[config.mk]
export PLATFORM = sky130hd
export DESIGN_NAME = conv_block_scheduler
export DESIGN_NICKNAME = d
export VERILOG_FILES = /design/src/rtl/conv_block_scheduler.sv
export SDC_FILE = /design/constraint.sdc
export NUM_CORES = 1
export LEC_CHECK = 0
export CAP_MARGIN = 20
export CORE_MARGIN = 2
export CORE_UTILIZATION = 25
export CTS_CLUSTER_DIAMETER = 80
export DETAILED_ROUTE_END_ITERATION = 8
export GPL_TIMING_DRIVEN = 0
export PLACE_DENSITY = 0.48
export SYNTH_ARGS = -nofsm -noshare
export SYNTH_HDL_FRONTEND = slang
export SYNTH_SLANG_ARGS = --single-unit
[constraint.sdc]
create_clock -name i_CLK -period 2.4 [get_ports i_CLK]
set_input_delay 0.48 -clock i_CLK [delete_from_list [all_inputs] [get_ports i_CLK]]
set_output_delay 0.48 -clock i_CLK [all_outputs]
set_load 0.01 [all_outputs]
[src/rtl/conv_block_scheduler.sv]
// Sequencer that walks the 2D-convolution address FSM through load, process and
// readback for each image block, with host strobe gating, block counting and a stall watchdog.
module conv_block_scheduler #(
  parameter int                    NB_BLOCKS  = 8,
  parameter int                    N_READ     = 2,
  parameter int                    NB_TIMEOUT = 16,
  parameter logic [NB_TIMEOUT-1:0] TIMEOUT    = 16'd50000,
  parameter int                    GAP        = 2
) (
  input  logic                 i_CLK,
  input  logic                 i_reset,
  input  logic                 i_start,
  input  logic [NB_BLOCKS-1:0] i_nBlocks,
  input  logic                 i_abort,
  input  logic                 i_hostValid,
  input  logic                 i_changeBlock,
  output logic                 o_load,
  output logic                 o_SoP,
  output logic                 o_valid,
  output logic                 o_fsmReset,
  output logic [1:0]           o_phase,
  output logic [NB_BLOCKS-1:0] o_blockIdx,
  output logic                 o_busy,
  output logic                 o_done,
  output logic                 o_error
);

  localparam int GAP_W = (GAP > 1) ? $clog2(GAP) : 1;
  localparam int RD_W  = (N_READ > 1) ? $clog2(N_READ) : 1;
  localparam logic [GAP_W-1:0]      GAP_LAST = GAP_W'(GAP - 1);
  localparam logic [RD_W-1:0]       RD_LAST  = RD_W'(N_READ - 1);
  localparam logic [NB_TIMEOUT-1:0] WD_LAST  = TIMEOUT - NB_TIMEOUT'(1);
  localparam logic [NB_BLOCKS-1:0]  BLK_ONE  = NB_BLOCKS'(1);

  typedef enum logic [2:0] {
    S_IDLE  = 3'd0,
    S_GAP_L = 3'd1,
    S_LOAD  = 3'd2,
    S_GAP_P = 3'd3,
    S_PROC  = 3'd4,
    S_GAP_R = 3'd5,
    S_READ  = 3'd6,
    S_NEXT  = 3'd7
  } state_t;

  state_t                 state_q, state_d;
  logic                   cb_q;
  logic [GAP_W-1:0]       gap_q, gap_d;
  logic [RD_W-1:0]        rd_q, rd_d;
  logic [NB_TIMEOUT-1:0]  wd_q, wd_d;
  logic [NB_BLOCKS-1:0]   nblocks_q, nblocks_d;
  logic [NB_BLOCKS-1:0]   block_idx_q, block_idx_d;
  logic                   load_q, load_d;
  logic                   sop_q, sop_d;
  logic                   valid_q, valid_d;
  logic                   fsm_reset_q, fsm_reset_d;
  logic [1:0]             phase_q, phase_d;
  logic                   busy_q, busy_d;
  logic                   done_q, done_d;
  logic                   error_q, error_d;
  logic                   cb_rise;
  logic                   active;
  logic                   wd_expire;

  assign cb_rise   = i_changeBlock & ~cb_q;
  assign active    = (state_q == S_LOAD) || (state_q == S_PROC) || (state_q == S_READ);
  assign wd_expire = (wd_q == WD_LAST);

  always_comb begin
    state_d     = state_q;
    gap_d       = gap_q;
    rd_d        = rd_q;
    wd_d        = wd_q;
    nblocks_d   = nblocks_q;
    block_idx_d = block_idx_q;
    fsm_reset_d = 1'b0;
    done_d      = 1'b0;
    error_d     = error_q;

    if (active) begin
      if (cb_rise) begin
        wd_d = '0;
      end else begin
        wd_d = wd_q + NB_TIMEOUT'(1);
      end
    end else begin
      wd_d = wd_q;
    end

    case (state_q)
      S_IDLE: begin
        if (i_start) begin
          if (i_nBlocks != '0) begin
            nblocks_d   = i_nBlocks;
            block_idx_d = '0;
            error_d     = 1'b0;
            fsm_reset_d = 1'b1;
            state_d     = S_GAP_L;
          end else begin
            done_d = 1'b1;
          end
        end else begin
          state_d = S_IDLE;
        end
      end
      S_GAP_L, S_GAP_P, S_GAP_R: begin
        if (gap_q == GAP_LAST) begin
          case (state_q)
            S_GAP_L: state_d = S_LOAD;
            S_GAP_P: state_d = S_PROC;
            default: state_d = S_READ;
          endcase
        end else begin
          gap_d = gap_q + GAP_W'(1);
        end
      end
      S_LOAD, S_PROC, S_READ: begin
        // A changeBlock edge outranks a watchdog expiry landing on the same cycle.
        if (cb_rise) begin
          if (state_q == S_LOAD) begin
            state_d = S_GAP_P;
          end else if (state_q == S_PROC) begin
            state_d = S_GAP_R;
          end else if (rd_q == RD_LAST) begin
            state_d = S_NEXT;
          end else begin
            rd_d = rd_q + RD_W'(1);
          end
        end else if (wd_expire) begin
          error_d     = 1'b1;
          fsm_reset_d = 1'b1;
          state_d     = S_IDLE;
        end else begin
          state_d = state_q;
        end
      end
      S_NEXT: begin
        if (block_idx_q == nblocks_q - BLK_ONE) begin
          done_d  = 1'b1;
          state_d = S_IDLE;
        end else begin
          block_idx_d = block_idx_q + BLK_ONE;
          state_d     = S_GAP_L;
        end
      end
      default: begin
        state_d = S_IDLE;
      end
    endcase

    if (i_abort && (state_q != S_IDLE)) begin
      state_d     = S_IDLE;
      fsm_reset_d = 1'b1;
      done_d      = 1'b0;
      error_d     = error_q;
    end else begin
      error_d = error_d;
    end

    if (state_d != state_q) begin
      gap_d = '0;
      rd_d  = '0;
      wd_d  = '0;
    end else begin
      gap_d = gap_d;
    end

    if (state_d == S_IDLE) begin
      block_idx_d = '0;
    end else begin
      block_idx_d = block_idx_d;
    end

    case (state_d)
      S_LOAD:  phase_d = 2'b01;
      S_PROC:  phase_d = 2'b10;
      S_READ:  phase_d = 2'b11;
      default: phase_d = 2'b00;
    endcase

    load_d  = (state_d == S_LOAD);
    sop_d   = (state_d == S_PROC);
    busy_d  = (state_d != S_IDLE);
    // Strobes pass only while staying in a data phase, so no edge leaks into a gap.
    valid_d = i_hostValid && (state_d == state_q) &&
              ((state_q == S_LOAD) || (state_q == S_READ));
  end

  always_ff @(posedge i_CLK or posedge i_reset) begin
    if (i_reset) begin
      state_q     <= S_IDLE;
      cb_q        <= 1'b0;
      gap_q       <= '0;
      rd_q        <= '0;
      wd_q        <= '0;
      nblocks_q   <= '0;
      block_idx_q <= '0;
      load_q      <= 1'b0;
      sop_q       <= 1'b0;
      valid_q     <= 1'b0;
      fsm_reset_q <= 1'b0;
      phase_q     <= 2'b00;
      busy_q      <= 1'b0;
      done_q      <= 1'b0;
      error_q     <= 1'b0;
    end else begin
      state_q     <= state_d;
      cb_q        <= i_changeBlock;
      gap_q       <= gap_d;
      rd_q        <= rd_d;
      wd_q        <= wd_d;
      nblocks_q   <= nblocks_d;
      block_idx_q <= block_idx_d;
      load_q      <= load_d;
      sop_q       <= sop_d;
      valid_q     <= valid_d;
      fsm_reset_q <= fsm_reset_d;
      phase_q     <= phase_d;
      busy_q      <= busy_d;
      done_q      <= done_d;
      error_q     <= error_d;
    end
  end

  assign o_load     = load_q;
  assign o_SoP      = sop_q;
  assign o_valid    = valid_q;
  assign o_fsmReset = fsm_reset_q;
  assign o_phase    = phase_q;
  assign o_blockIdx = block_idx_q;
  assign o_busy     = busy_q;
  assign o_done     = done_q;
  assign o_error    = error_q;

endmodule

==> run metrics <==
final hold violation count 0; Max clock buf depth 2; nets between 300 and 400; hold_buf cts 0; maximum VDD drop approximately 310 uV; asr flop ratio synth 100%; dpl ws -0.609 ns; Critical-path top delay cell clkdlybuf4s50_1; RR Endpoint o_SoP$_DFF_PP0_; I/O Pins 31; Critical Path Source i_abort; worst-margin pin slew 0.559 ns; worst reg2reg path depth 9; First-pass DRT Iterations 4; worst r2r src nblocks_q[0]$_DFFE_PP0P_; root buf cell clkbuf_8; vias in the first global route approximately 2100; core area 10100 um^2; Critical Path AT around 2.5 ns; status finished clean; crit path buf inv count 2; Site Rows 37; syn nets ~300; initial drt markers 69; Max-slew headroom between 60 and 70%; die area 11100 um^2; DRC 0; Synth Flop Type dfrtp_1; Setup CP Type primary input to flip-flop; setup TNS 0 ns; CP required 2.61 ns; Clock transition at path regs 0.10 ns; area growth from synthesis to layout 30.5%; Synth top area share a little under half; Total Routing Usage GR 11.9%; Final WS setup roughly 0.12 ns; synthesized area roughly 2600 um^2; power per cell area roughly 860 nW/um^2; Die Height 105 um; M1 GR Usage around 15%; CP peak stage delay 0.56 ns; Max Fclk 438 MHz; first-pass GRT wire length ~11000 um; syn_area_per_cell around 9 um^2; CP endpoint kind flip-flop; Syn. warnings 0; cell taking the most area after synthesis dfrtp_1; Detailed Place HPWL 4610 um; Util after Layout around a third; chip width roughly 110 um; initial antenna violation count 0; met2 GRT Util around a fifth; final instance area about 3400 um^2; r2r setup slk between 0.1 and 0.15 ns; crit path to o_blockIdx[7]$_DFFE_PP0P_; Synth Instances ~280; Layout Skew around 0.014 ns; RePlAce Congestion approximately 0.83; Synth area leaders dfrtp_1 (46%), nor2_1 (5.8%), xnor2_1 (4.8%); antenna viol nets, final 0; EDFF count, synth 0; ratio of cells with drive above 1 in the final layout 15.1%; busiest layer in global routing met2; n_diodes 0; Worst Path Max Fanout 7; register bit total from synthesis 47; max_cap viols 0; sequential area share after synthesis between 40% and 50%; max-slew violation count 0; final wirelength 6390 um; Tmin final between 2 and 2.5 ns; hold slack about 0.38 ns; CP startpoint kind primary input; Setup-failing EPs final 0; initial core utilization between 20 and 30%; Via Count 2178; Netlist cell types 50; CTS Sinks 47; total CTS buffers 5; M3 GR Usage under 10%; placed cell area roughly 3000 um^2; vias per cell around 4.7; Hold WC Path Type primary input to asynchronous set/reset pin; WL per Instance between 10 and 15 um; TritonCTS clock tree done; # H-tree levels 2; Final period util between 90% and 100%; critical path depth 8; Worst-Skew Late Latency 0.31 ns; Top delay family on crit path buffers and inverters; cell leakage power between 1 and 1.5 nW; Port Buffers 30; total congestion overflow 0; pin count of the biggest net entering global routing 42; crit-path cells clkdlybuf4s50_1 -> or3_1 -> a31oi_2 -> nor3_2 -> nor2_2 -> buf_4 -> a21oi_1 -> a211oi_1
## timing repair
action                                  in CTS  in global routing
resized for setup                           10                 18
endpoints found under the setup margin      25                 22
setup buffers                                2                  3
cloned                                       0                  0
pin swaps                                    1                  4
## Yosys cell counts (2+ instances only)
cell	number
nand3b_1	5
buf_2	5
a211oi_1	2
o21bai_1	2
mux2_2	5
nor2b_1	5
dfrtp_1	47
a31oi_1	4
ha_1	3
nand4_1	2
or3_1	5
nor4bb_1	2
clkbuf_1	2
nand3_1	14
nor2_1	40
o21ai_1	2
a21oi_1	11
nor3_1	13
a221o_1	2
nor4_1	3
inv_1	11
xnor2_1	14
nand2b_1	3
a21oi_2	2
and3_1	4
a21boi_0	4
nand2_1	25
xor2_1	9
o21ai_0	14
## layout by cell type, fill, tap and decap left out, drive strengths merged, types with 2 or more instances in the layout
master          n
ha              3
a21oi          13
a211oi          2
nand4           2
clkdlybuf4s50  30
nor2b           5
a221o           2
nor2           40
dfrtp          47
nand3          14
buf            11
a21boi          4
nor4            4
mux2            5
inv            11
nor3           13
nand2b          3
nor4bb          2
o21bai          2
xnor2          14
a31oi           5
and3            4
clkbuf          8
nand3b          5
xor2           10
o21ai          16
or3             5
nand2          25
bufinv          2
## where the power goes
group | internal (W) | switching [W] | total, W
Combinational | 0.000491 | 0.000655 | 0.00115
Clock | 0.000417 | 0.000278 | 0.000695
Sequential | 0.000916 | 0.000131 | 0.00105
## final cells by class
type	instances	area, um^2
fill	1049	6780
multi-input combinational	216	1440
sequential	47	1180
timing repair buffer	36	358
tap	136	170
clock buffer	6	72.6
clock inverter	2	60.1
inverter	11	41.3
buffer	7	36.3
## how the worst min path moves through the flow
| stage | to | start | slack (ns) |
|---|---|---|---|
| 2_1_floorplan | rd_q$_DFFE_PP0P_ | rd_q$_DFFE_PP0P_ | 0.46 |
| 3_3_place_gp | rd_q$_DFFE_PP0P_ | rd_q$_DFFE_PP0P_ | 0.48 |
| 3_5_place_dp | rd_q$_DFFE_PP0P_ | rd_q$_DFFE_PP0P_ | 0.49 |
| 4_1_cts | o_blockIdx[3]$_DFFE_PP0P_ | i_reset | 0.39 |
| 5_1_grt | o_blockIdx[3]$_DFFE_PP0P_ | i_reset | 0.40 |
| 6_report | o_blockIdx[3]$_DFFE_PP0P_ | i_reset | 0.38 |
## layer usage
layer  vias to the layer above  share of wire [%]
li1                       1075                  -
met1                      1070                 46
met2                        24                 50
met3                         9                2.5
met4                         0                1.5
met5                         -                  0
## registers in the layout, indices dropped and copies added (netlist names)
signal      cells
rd_q            1
gap_q           1
o_valid         1
o_SoP           1
o_fsmReset      1
cb_q            1
o_busy          1
o_load          1
o_phase         2
o_error         1
nblocks_q       8
o_done          1
wd_q           16
state_q         3
o_blockIdx      8
## kinds of logic after synthesis
| kind of cell | after synthesis | share of synthesized area [%] |
|---|---|---|
| buffers and inverters | 18 | 2.87 |
| adder cells (fa/ha/maj) | 3 | 1.46 |
| XOR/XNOR | 24 | 8.46 |
| flip-flops | 47 | 45.7 |
| multiplexers | 6 | 2.58 |
| AND/OR/NAND/NOR | 127 | 24.3 |
| AO/OA/AOI/OAI | 56 | 14.6 |
## per-stage QoR
stage          std cells  power, W
2_1_floorplan        281   0.00176
3_3_place_gp         447   0.00206
3_5_place_dp         448   0.00207
4_1_cts              458   0.00283
5_1_grt              461   0.00309
6_report             461   0.00289
(Power assumes the default switching activity.)
